## src/rtl/ncal_pkg.sv

```systemverilog
// Shared bus constants and FSM state type for the NCAL host master.
package ncal_pkg;

  localparam logic [31:0] CFG_REG_A = 32'h0000_0000;
  localparam logic [31:0] CALT_A    = 32'h0000_0001;
  localparam logic [31:0] START_A   = 32'h0000_0002;
  localparam logic [31:0] CMEM_BASE = 32'h0002_0000;
  localparam logic [31:0] DMEM_BASE = 32'h0004_0000;
  localparam logic [31:0] START_KEY = 32'h0000_0ACE;

  typedef enum logic [3:0] {
    IDLE, LD_CFG, LD_DAT, WR_CFGR, WR_CALT, WR_START,
    WAIT_PUSH, RD_ADDR, RD_WAIT, RD_OUT, FIN
  } state_t;

  // Where the job goes once the config-memory load is finished (or skipped).
  function automatic state_t load_exit(input logic [15:0] dat_words);
    if (dat_words != 16'd0) return LD_DAT;
    return WR_CFGR;
  endfunction

endpackage

```

## src/rtl/ncal_tmo_ctr.sv

```systemverilog
// Wait-for-pushout timer: counts enabled cycles, pulses expire on the last allowed one.
module ncal_tmo_ctr #(
  parameter int W = 32
) (
  input  logic         clk,
  input  logic         reset,
  input  logic         clear,
  input  logic         enable,
  input  logic [W-1:0] limit,
  output logic         expire
);

  logic [W-1:0] count;

  always_ff @(posedge clk) begin
    if (reset || clear) count <= '0;
    else if (enable)    count <= count + W'(1);
  end

  // A zero limit disables the timeout entirely.
  assign expire = enable && (limit != '0) && (count == limit - W'(1));

endmodule

```

## src/rtl/ncal_host_master.sv

```systemverilog
// NCAL host master: loads engine memories, writes the control registers,
// waits for pushout and streams the result words back out.
//
// state     | meaning
// IDLE      | waiting for go
// LD_CFG    | streaming load words into config memory
// LD_DAT    | streaming load words into data memory
// WR_CFGR   | writing config register
// WR_CALT   | writing cal-time register
// WR_START  | writing start key
// WAIT_PUSH | waiting for pushout or timeout
// RD_ADDR   | first cycle of a result read
// RD_WAIT   | holding the read address until dout is valid
// RD_OUT    | presenting a result word on the output stream
// FIN       | one-cycle done pulse
module ncal_host_master
  import ncal_pkg::*;
#(
  parameter int RD_LAT = 1,
  parameter int TMO_W  = 32
) (
  input  logic             clk,
  input  logic             reset,
  input  logic             go,
  input  logic [15:0]      cfg_words,
  input  logic [15:0]      dat_words,
  input  logic [31:0]      config_val,
  input  logic [31:0]      cal_time,
  input  logic [TMO_W-1:0] tmo_limit,
  input  logic [16:0]      res_base,
  input  logic [15:0]      res_words,
  input  logic             in_valid,
  output logic             in_ready,
  input  logic [31:0]      in_data,
  output logic             out_valid,
  input  logic             out_ready,
  output logic [31:0]      out_data,
  output logic             sel,
  output logic             RW,
  output logic [31:0]      addr,
  output logic [31:0]      din,
  input  logic [31:0]      dout,
  input  logic             pushout,
  input  logic             bus_stop,
  output logic             busy,
  output logic             done,
  output logic             err_tmo
);

  state_t      state, next_state;
  logic [15:0] k, j, wcnt;
  logic        tmo_exp;
  logic        unused_bus_stop;

  assign unused_bus_stop = bus_stop;

  ncal_tmo_ctr #(.W(TMO_W)) u_tmo (
    .clk    (clk),
    .reset  (reset),
    .clear  (state != WAIT_PUSH),
    .enable (state == WAIT_PUSH),
    .limit  (tmo_limit),
    .expire (tmo_exp)
  );

  always_ff @(posedge clk) begin
    if (reset) state <= IDLE;
    else       state <= next_state;
  end

  always_comb begin
    next_state = state;
    case (state)
      IDLE:      if (go) next_state = (cfg_words != 16'd0) ? LD_CFG : load_exit(dat_words);
      LD_CFG:    if (in_valid && (k == cfg_words - 16'd1)) next_state = load_exit(dat_words);
      LD_DAT:    if (in_valid && (k == dat_words - 16'd1)) next_state = WR_CFGR;
      WR_CFGR:   next_state = WR_CALT;
      WR_CALT:   next_state = WR_START;
      WR_START:  next_state = WAIT_PUSH;
      WAIT_PUSH: begin
        if (pushout)      next_state = (res_words == 16'd0) ? FIN : RD_ADDR;
        else if (tmo_exp) next_state = FIN;
      end
      RD_ADDR:   next_state = (RD_LAT == 0) ? RD_OUT : RD_WAIT;
      RD_WAIT:   if (wcnt == 16'(RD_LAT - 1)) next_state = RD_OUT;
      RD_OUT:    if (out_ready) next_state = (j + 16'd1 == res_words) ? FIN : RD_ADDR;
      FIN:       next_state = IDLE;
      default:   next_state = IDLE;
    endcase
  end

  always_ff @(posedge clk) begin
    if (reset) begin
      k        <= '0;
      j        <= '0;
      wcnt     <= '0;
      out_data <= '0;
      err_tmo  <= 1'b0;
    end else begin
      // pushout has priority over an expiring timer in the same cycle
      if (state == IDLE && go) err_tmo <= 1'b0;
      if (state == WAIT_PUSH && !pushout && tmo_exp) err_tmo <= 1'b1;
      case (state)
        IDLE: begin
          k <= '0;
          j <= '0;
        end
        LD_CFG:  if (in_valid) k <= (k == cfg_words - 16'd1) ? 16'd0 : k + 16'd1;
        LD_DAT:  if (in_valid) k <= (k == dat_words - 16'd1) ? 16'd0 : k + 16'd1;
        RD_ADDR: begin
          wcnt <= '0;
          if (RD_LAT == 0) out_data <= dout;
        end
        RD_WAIT: begin
          wcnt <= wcnt + 16'd1;
          if (wcnt == 16'(RD_LAT - 1)) out_data <= dout;
        end
        RD_OUT:  if (out_ready) j <= j + 16'd1;
        default: ;
      endcase
    end
  end

  always_comb begin
    sel       = 1'b0;
    RW        = 1'b0;
    addr      = '0;
    din       = '0;
    in_ready  = 1'b0;
    out_valid = 1'b0;
    busy      = (state != IDLE);
    done      = 1'b0;
    case (state)
      LD_CFG, LD_DAT: begin
        in_ready = 1'b1;
        sel      = in_valid;
        RW       = in_valid;
        addr     = ((state == LD_CFG) ? CMEM_BASE : DMEM_BASE) + {16'h0, k};
        din      = in_data;
      end
      WR_CFGR:  begin sel = 1'b1; RW = 1'b1; addr = CFG_REG_A; din = config_val; end
      WR_CALT:  begin sel = 1'b1; RW = 1'b1; addr = CALT_A;    din = cal_time;   end
      WR_START: begin sel = 1'b1; RW = 1'b1; addr = START_A;   din = START_KEY;  end
      RD_ADDR, RD_WAIT: begin
        sel  = 1'b1;
        addr = DMEM_BASE + {15'h0, res_base} + {16'h0, j};
      end
      RD_OUT:   out_valid = 1'b1;
      FIN:      done = 1'b1;
      default:  ;
    endcase
  end

endmodule
```

## config.mk

```make
export PLATFORM = sky130hd
export DESIGN_NAME = ncal_host_master
export DESIGN_NICKNAME = d
export VERILOG_FILES = /design/src/rtl/ncal_pkg.sv /design/src/rtl/ncal_tmo_ctr.sv /design/src/rtl/ncal_host_master.sv
export SDC_FILE = /design/constraint.sdc
export NUM_CORES = 1
export LEC_CHECK = 0
export BUFFER_PORTS_ARGS = -buffer_cell sky130_fd_sc_hd__buf_4
export CAP_MARGIN = 5
export CORE_MARGIN = 2
export CORE_UTILIZATION = 47
export CTS_BUF_LIST = sky130_fd_sc_hd__clkbuf_16
export DETAILED_ROUTE_END_ITERATION = 10
export GPL_ROUTABILITY_DRIVEN = 1
export HOLD_SLACK_MARGIN = 0.15
export PLACE_DENSITY = 0.79
export SYNTH_ARGS = -nofsm -noshare
export SYNTH_HDL_FRONTEND = slang
export SYNTH_SLANG_ARGS = --single-unit
```

## constraint.sdc

```tcl
create_clock -name clk -period 3.2 [get_ports clk]
set_input_delay 0.64 -clock clk [delete_from_list [all_inputs] [get_ports clk]]
set_output_delay 0.64 -clock clk [all_outputs]
set_load 0.005 [all_outputs]
```

Word-level counts from Yosys, hierarchy flattened:

Cells that the tools add are included.

* word-level logic and storage cells: 105
* output and inout bits: 103
* flip-flop bits (word level): 117
* input bits: 232

* add/subtract/negate cells: 10
* equality and inequality tests: 23
* reductions and logical operators: 28
* multiplexer cells: 37

Operators by type and width (number)
* case mux 32 bit (4 select lines): 1
* case mux 21 bit (4 select lines): 1
* 2-to-1 mux 16 bit: 5
* case mux 16 bit (2 select lines): 2
* 2-to-1 mux 4 bit: 13
* adder 16 x 1 -> 16 bit, second input constant: 3
* == test 16 bit: 3
* case mux 16 bit (3 select lines): 1
* case mux 4 bit (10 select lines): 1
* adder 32 x 1 -> 32 bit, second input constant: 1
* == test 32 bit: 1
* logical NOT 16 bit: 2
* nonzero test 16 bit: 2
* nonzero test 32 bit: 1
* subtractor 16 x 1 -> 16 bit, second input constant: 2
* subtractor 32 x 1 -> 32 bit, second input constant: 1
* adder 20 x 16 -> 21 bit: 1
* adder 19 x 16 -> 20 bit: 1
* adder 19 x 17 -> 20 bit, first input constant: 1
* 2-to-1 mux 19 bit: 1
* == test 4 x 3 -> 1 bit, second input constant: 4
* != test 2 bit, second input constant: 7
* == test 4 bit, second input constant: 3
* 2-to-1 mux 1 bit: 10
* 18 further kinds: 30

Longest topological paths before layout:

* depth in word-level cells: 8
* depth in mapped cells: 12

By module:

A second synthesis with hierarchy kept.

* cell total of the unflattened synthesis: 1354
* area total of the unflattened synthesis: 9870.7 µm²

Modules (own cells, without submodules)
* ncal_host_master: instances 1, seq. area each 1701.6 µm², cells each 1030, area an instance 7379.6 µm²
* ncal_tmo_ctr: instances 1, seq. area each 640.6 µm², cells each 324, area an instance 2491.1 µm²

Worst setup path after synthesis:

No wires, ideal clock.

* path type: input to register
* start point: input port cfg_words[0]
* end point: register k[3]
* cell stages on the path: 12
* slack: -255 ps
* path buffers: 1
* arrival: 3338 ps
* library setup time: 117 ps
* cell sequence: inv_1 > ha_1 > or4b_1 > or3_1 > mux2i_1 > mux2i_1 > a21oi_1 > or4_4 > a21oi_2 > buf_2 > nor2_1 > a22o_1

* word-level cells in the longest chain between the ends: 5

RTL lines
* start, declared: RTL line ncal_host_master.sv:25 `input logic [15:0] cfg_words,`
* subtractor 16 x 1 -> 16 bit: RTL line ncal_host_master.sv:108 `LD_CFG: if (in_valid) k <= (k == cfg_words - 16'd1) ? 16'd0 : k + 16'd1;`
* == test 16 bit: RTL line ncal_host_master.sv:108
* 2-to-1 mux 16 bit (2 in series): RTL line ncal_host_master.sv:108
* case mux 16 bit (3 select lines): RTL line ncal_host_master.sv:103 `case (state)`
* end signal, assigned: RTL line ncal_host_master.sv:108
* end signal, assigned: RTL line ncal_host_master.sv:109 `LD_DAT: if (in_valid) k <= (k == dat_words - 16'd1) ? 16'd0 : k + 16'd1;`
* end, declared: RTL line ncal_host_master.sv:51 `logic [15:0] k, j, wcnt;`

Every way passes these cells. The select of a mux whose other input is x is not followed.
A chain may end at the register's enable or synchronous reset.

Worst setup path after layout:

* start point: register j[0]
* end point: output port addr[16]

* word-level cells in the longest chain between the ends: 2

RTL lines
* start, declared: RTL line ncal_host_master.sv:51
* start signal, assigned: RTL line ncal_host_master.sv:118 `RD_OUT: if (out_ready) j <= j + 16'd1;`
* adder 20 x 16 -> 21 bit: RTL line ncal_host_master.sv:146 `addr = DMEM_BASE + {15'h0, res_base} + {16'h0, j};`
* case mux 21 bit (4 select lines): RTL line ncal_host_master.sv:133 `case (state)`
* end, declared: RTL line ncal_host_master.sv:40 `output logic [31:0] addr,`

Every way passes these cells.

==> results by group <==
Job
  • Max_cap viols: 0

CTS
  • Clock transition time at the flip-flop clock pins of the worst setup and hold paths: 0.06 ns
  • Maximum buffer depth of the clock tree: 2
  • Number of H-tree branching levels: 4
  • Cell at the root of the clock tree: sky130_fd_sc_hd__clkbuf_16
  • Clock sink count: approximately 120
  • Insertion delay to the later sink of the worst-skew pair: 0.43 ns
  • Num CTS Buffers: 17
  • CTS tree: yes

Final layout
  • Most common library cell in the layout ignoring fill and taps: sky130_fd_sc_hd__buf_4
  • Final cell count without fillers: around 2000
  • Antenna diode count: 0
  • Post-route standard cell area excluding fillers: around 14000 sq um
  • Ratio of cells with drive above 1 in the final layout: 31.1%
  • Post-layout net count: just under 2000
  • Commonest cells after routing, fill and taps aside: 430 x sky130_fd_sc_hd__buf_4, 155 x sky130_fd_sc_hd__nand2_1, 129 x sky130_fd_sc_hd__nor2_1
  • Area added between synthesis and finish: 42.7%
  • Count of fill cells added during filler insertion: 1642

Synth
  • Sequential share of the synthesized area: 24.7%
  • Mux contribution to synthesized area: under 10%
  • Top_reg_cell synth: sky130_fd_sc_hd__dfxtp_1
  • Synthesized-area fraction occupied by xor and xnor cells: about 14%
  • Post-Synthesis Cells: 1305
  • Distinct cell type count after synthesis: 73
  • Dominant combinational cell family by area after synthesis: simple AND/OR/NAND/NOR gates
  • Summed instance area of the synthesized netlist: 9480 sq um
  • Mean post-synth cell area: slightly above 7 sq um
  • Yosys synthesis warning count: 0
  • Adder and majority gate portion of the synthesized area: under 10%
  • Synth Area in Compound Gates: a little under a fifth
  • Post-synth EDFFs: 0
  • Area fraction in and, or, nand and nor cells after synthesis: a little under a third
  • Fraction of synthesis flops using an asynchronous set or reset pin: 0%
  • Post-synthesis sequential element count: 117

Critical path
  • Worst EP arrival: 2.87 ns
  • Reg2reg setup slack: about 0.14 ns
  • Kind of critical path: flip-flop to primary output
  • RR Startpoint: j[0]
  • Startpoint type of the worst setup path: flip-flop
  • Length in cells of the worst reg-to-reg path: 11
  • Required arrival time at the worst endpoint: about 2.6 ns
  • Endpoint of the most critical register-to-register path: state[3]
  • Critical path fanouts, max: 2
  • Crit end category: primary output

Floorplan
  • Overall die width: 146 microns
  • Site row count: 51
  • I/O pin cnt: around 340
  • Effective utilization at floorplan: between 40 and 50%
  • Core box area: 19700 sq um
  • Height of the chip: 146 microns
  • Floorplan die area: around 21000 sq um

Timing
  • Final critical-path setup slack: -0.307 ns
  • Final period utilization: 110%
  • Max transition margin: about 54%
  • Total count of max-transition violations in the final report: 0
  • Worst Skew: between 0.009 and 0.01 ns
  • Worst-margin pin slew: 0.692 ns
  • Final hold viol count: 0
  • Setup repair after global routing missed its margin: yes
  • Final hold slack: 0.450 ns
  • Max Clock Freq: ~290 MHz
  • Final setup violation count: 9
  • Fin crit period: roughly 3.5 ns

Route
  • Wirelength, routed: about 33000 microns
  • Via density per instance: between 5 and 6
  • Wire length per cell: 16.9 microns
  • Post-route antenna net violation count: 0
  • Number of remaining DRC errors: 0
  • Initial detailed-routing violation count: approximately 940
  • Pre-antenna DRT Iters: 7
  • Via count of the routed design: roughly 11000

Placement
  • Global placer's final weighted congestion: between 0.9 and 1
  • Port Buf Inserts: 320
  • Dpl ws: -0.454 ns
  • Standard cell area after detailed placement: roughly 13000 sq um
  • Placed cells: roughly 1900
  • DPL Wire Length: about 25000 microns

Global routing
  • Maximum number of pins on one net before global-route repair: 51
  • Overall fraction of global-route tracks in use: 29.4%
  • Total congestion overflow after global routing: 0
  • Via count of the first global-routing pass: slightly above 10000
  • First-pass GRT wire length: roughly 52000 microns
  • Antenna violations before repair: 0

Power
  • Power after layout: around 6 mW
  • Pwr/cell area: 444 nW/um^2
  • Max IR drop VDD: about 0.00032 V
  • Static leakage: between 5 and 6 nW

Status
  • Violated checks: negative setup slack
  • Run status: finished with violations

Min path
  • Worst min-delay path category: input pin to flip-flop
  • Number of instances on the worst hold path: 3
  • Worst min-delay path startpoint: dout[9]
  • Hold Crit Endpoint: out_data[9]
[kinds of logic after synthesis]
| family | Yosys count |
|---|---|
| adder cells (fa/ha/maj) | 26 |
| other | 1 |
| XOR/XNOR | 151 |
| buffers and inverters | 134 |
| multiplexers | 14 |
| AO/OA/AOI/OAI | 266 |
| flip-flops | 117 |
| AND/OR/NAND/NOR | 596 |
[timing repair]
item / in CTS / in global routing
pin swaps: 22 / 16
buffers inserted: 3 / 4
hold buffers: 0 / 0
resized for setup: 25 / 12
endpoints found under the setup margin: 12 / 34
[power breakdown]
| group | internal, mW | leakage [nW] | switching (mW) |
|---|---|---|---|
| logic | 1.20 | 4.49 | 1.38 |
| clock network | 1.02 | 0.264 | 0.813 |
| registers | 1.53 | 0.947 | 0.0589 |
| total | 3.76 | 5.70 | 2.25 |
[layer usage]
| layer | global-route usage [%] | vias to the layer above | wire (microns) | part of all wire [%] |
|---|---|---|---|---|
| met4 | 10.4 | 0 | 911 | 2.7 |
| met5 | 0 | - | 0 | 0 |
| met3 | 5.50 | 69 | 2440 | 7.3 |
| met2 | 47.7 | 461 | 15600 | 47 |
| li1 | - | 5437 | - | - |
| met1 | 39.3 | 5218 | 14200 | 43 |
[worst max-delay path by stage]
stage	endpoint	start	slack (ns)
floorplan	k[10]	cfg_words[1]	-0.03
global placement	addr[16]	res_base[0]	-0.45
detailed placement	addr[14]	res_base[0]	-0.45
CTS	addr[14]	j[0]	-0.30
global route	addr[16]	j[0]	-0.43
finish	addr[16]	j[0]	-0.31
[flip-flops by register name (all words and copies together) (netlist names)]
| signal | cells |
|---|---|
| out_data | 32 |
| u_tmo.count | 32 |
| j | 16 |
| k | 16 |
| wcnt | 16 |
| state | 4 |
| err_tmo | 1 |
[worst max-delay path: stages, from the launching register on]
cell and delay [ns]:
sky130_fd_sc_hd__dfxtp_4 0.36, sky130_fd_sc_hd__ha_4 0.16, sky130_fd_sc_hd__inv_2 0.05, sky130_fd_sc_hd__fa_2 0.18, sky130_fd_sc_hd__nor2b_1 0.05, sky130_fd_sc_hd__o21ai_2 0.16, sky130_fd_sc_hd__a21oi_2 0.09, sky130_fd_sc_hd__o211ai_1 0.29
sky130_fd_sc_hd__a31oi_2 0.15, sky130_fd_sc_hd__buf_4 0.16, sky130_fd_sc_hd__a211o_1 0.26, sky130_fd_sc_hd__a21oi_2 0.15, sky130_fd_sc_hd__xor2_1 0.15, sky130_fd_sc_hd__nor2_1 0.05, sky130_fd_sc_hd__buf_4 0.17
[per-stage QoR]
step,setup TNS [ns],util [%]
2_1_floorplan,-0.183,-
3_3_place_gp,-7.91,65.2
3_5_place_dp,-8.72,65.2
4_1_cts,-1.15,68.5
5_1_grt,-2.36,68.9
6_report,-1.52,68.9
[cells in the mapped netlist, types with 34 or more instances]
master / count / share of area (%)
sky130_fd_sc_hd__nand2_1: 155 / 6.1
sky130_fd_sc_hd__nor2_1: 132 / 5.2
sky130_fd_sc_hd__dfxtp_1: 117 / 25
sky130_fd_sc_hd__xnor2_1: 98 / 9.1
sky130_fd_sc_hd__a21oi_1: 91 / 4.8
sky130_fd_sc_hd__nand3_1: 78 / 4.1
sky130_fd_sc_hd__clkbuf_1: 58 / 2.3
sky130_fd_sc_hd__inv_1: 53 / 2.1
sky130_fd_sc_hd__xor2_1: 53 / 4.9
sky130_fd_sc_hd__o21ai_0: 46 / 2.4
sky130_fd_sc_hd__nor3_1: 44 / 2.3
sky130_fd_sc_hd__and3_1: 34 / 2.2
sky130_fd_sc_hd__nor4_1: 34 / 2.2
[area by class of cell]
| class | count | area (sq um) | share of cell area (%) |
|---|---|---|---|
| Inverter | 54 | 223 | 1.65 |
| Clock inverter | 15 | 134 | 0.989 |
| Clock buffer | 17 | 425 | 3.14 |
| Tap cell | 265 | 332 | 2.45 |
| Timing Repair Buffer | 433 | 3270 | 24.2 |
| Sequential cell | 117 | 2350 | 17.4 |
| Multi-Input combinational cell | 1066 | 6800 | 50.2 |
Power figures use the tool's default switching activity.
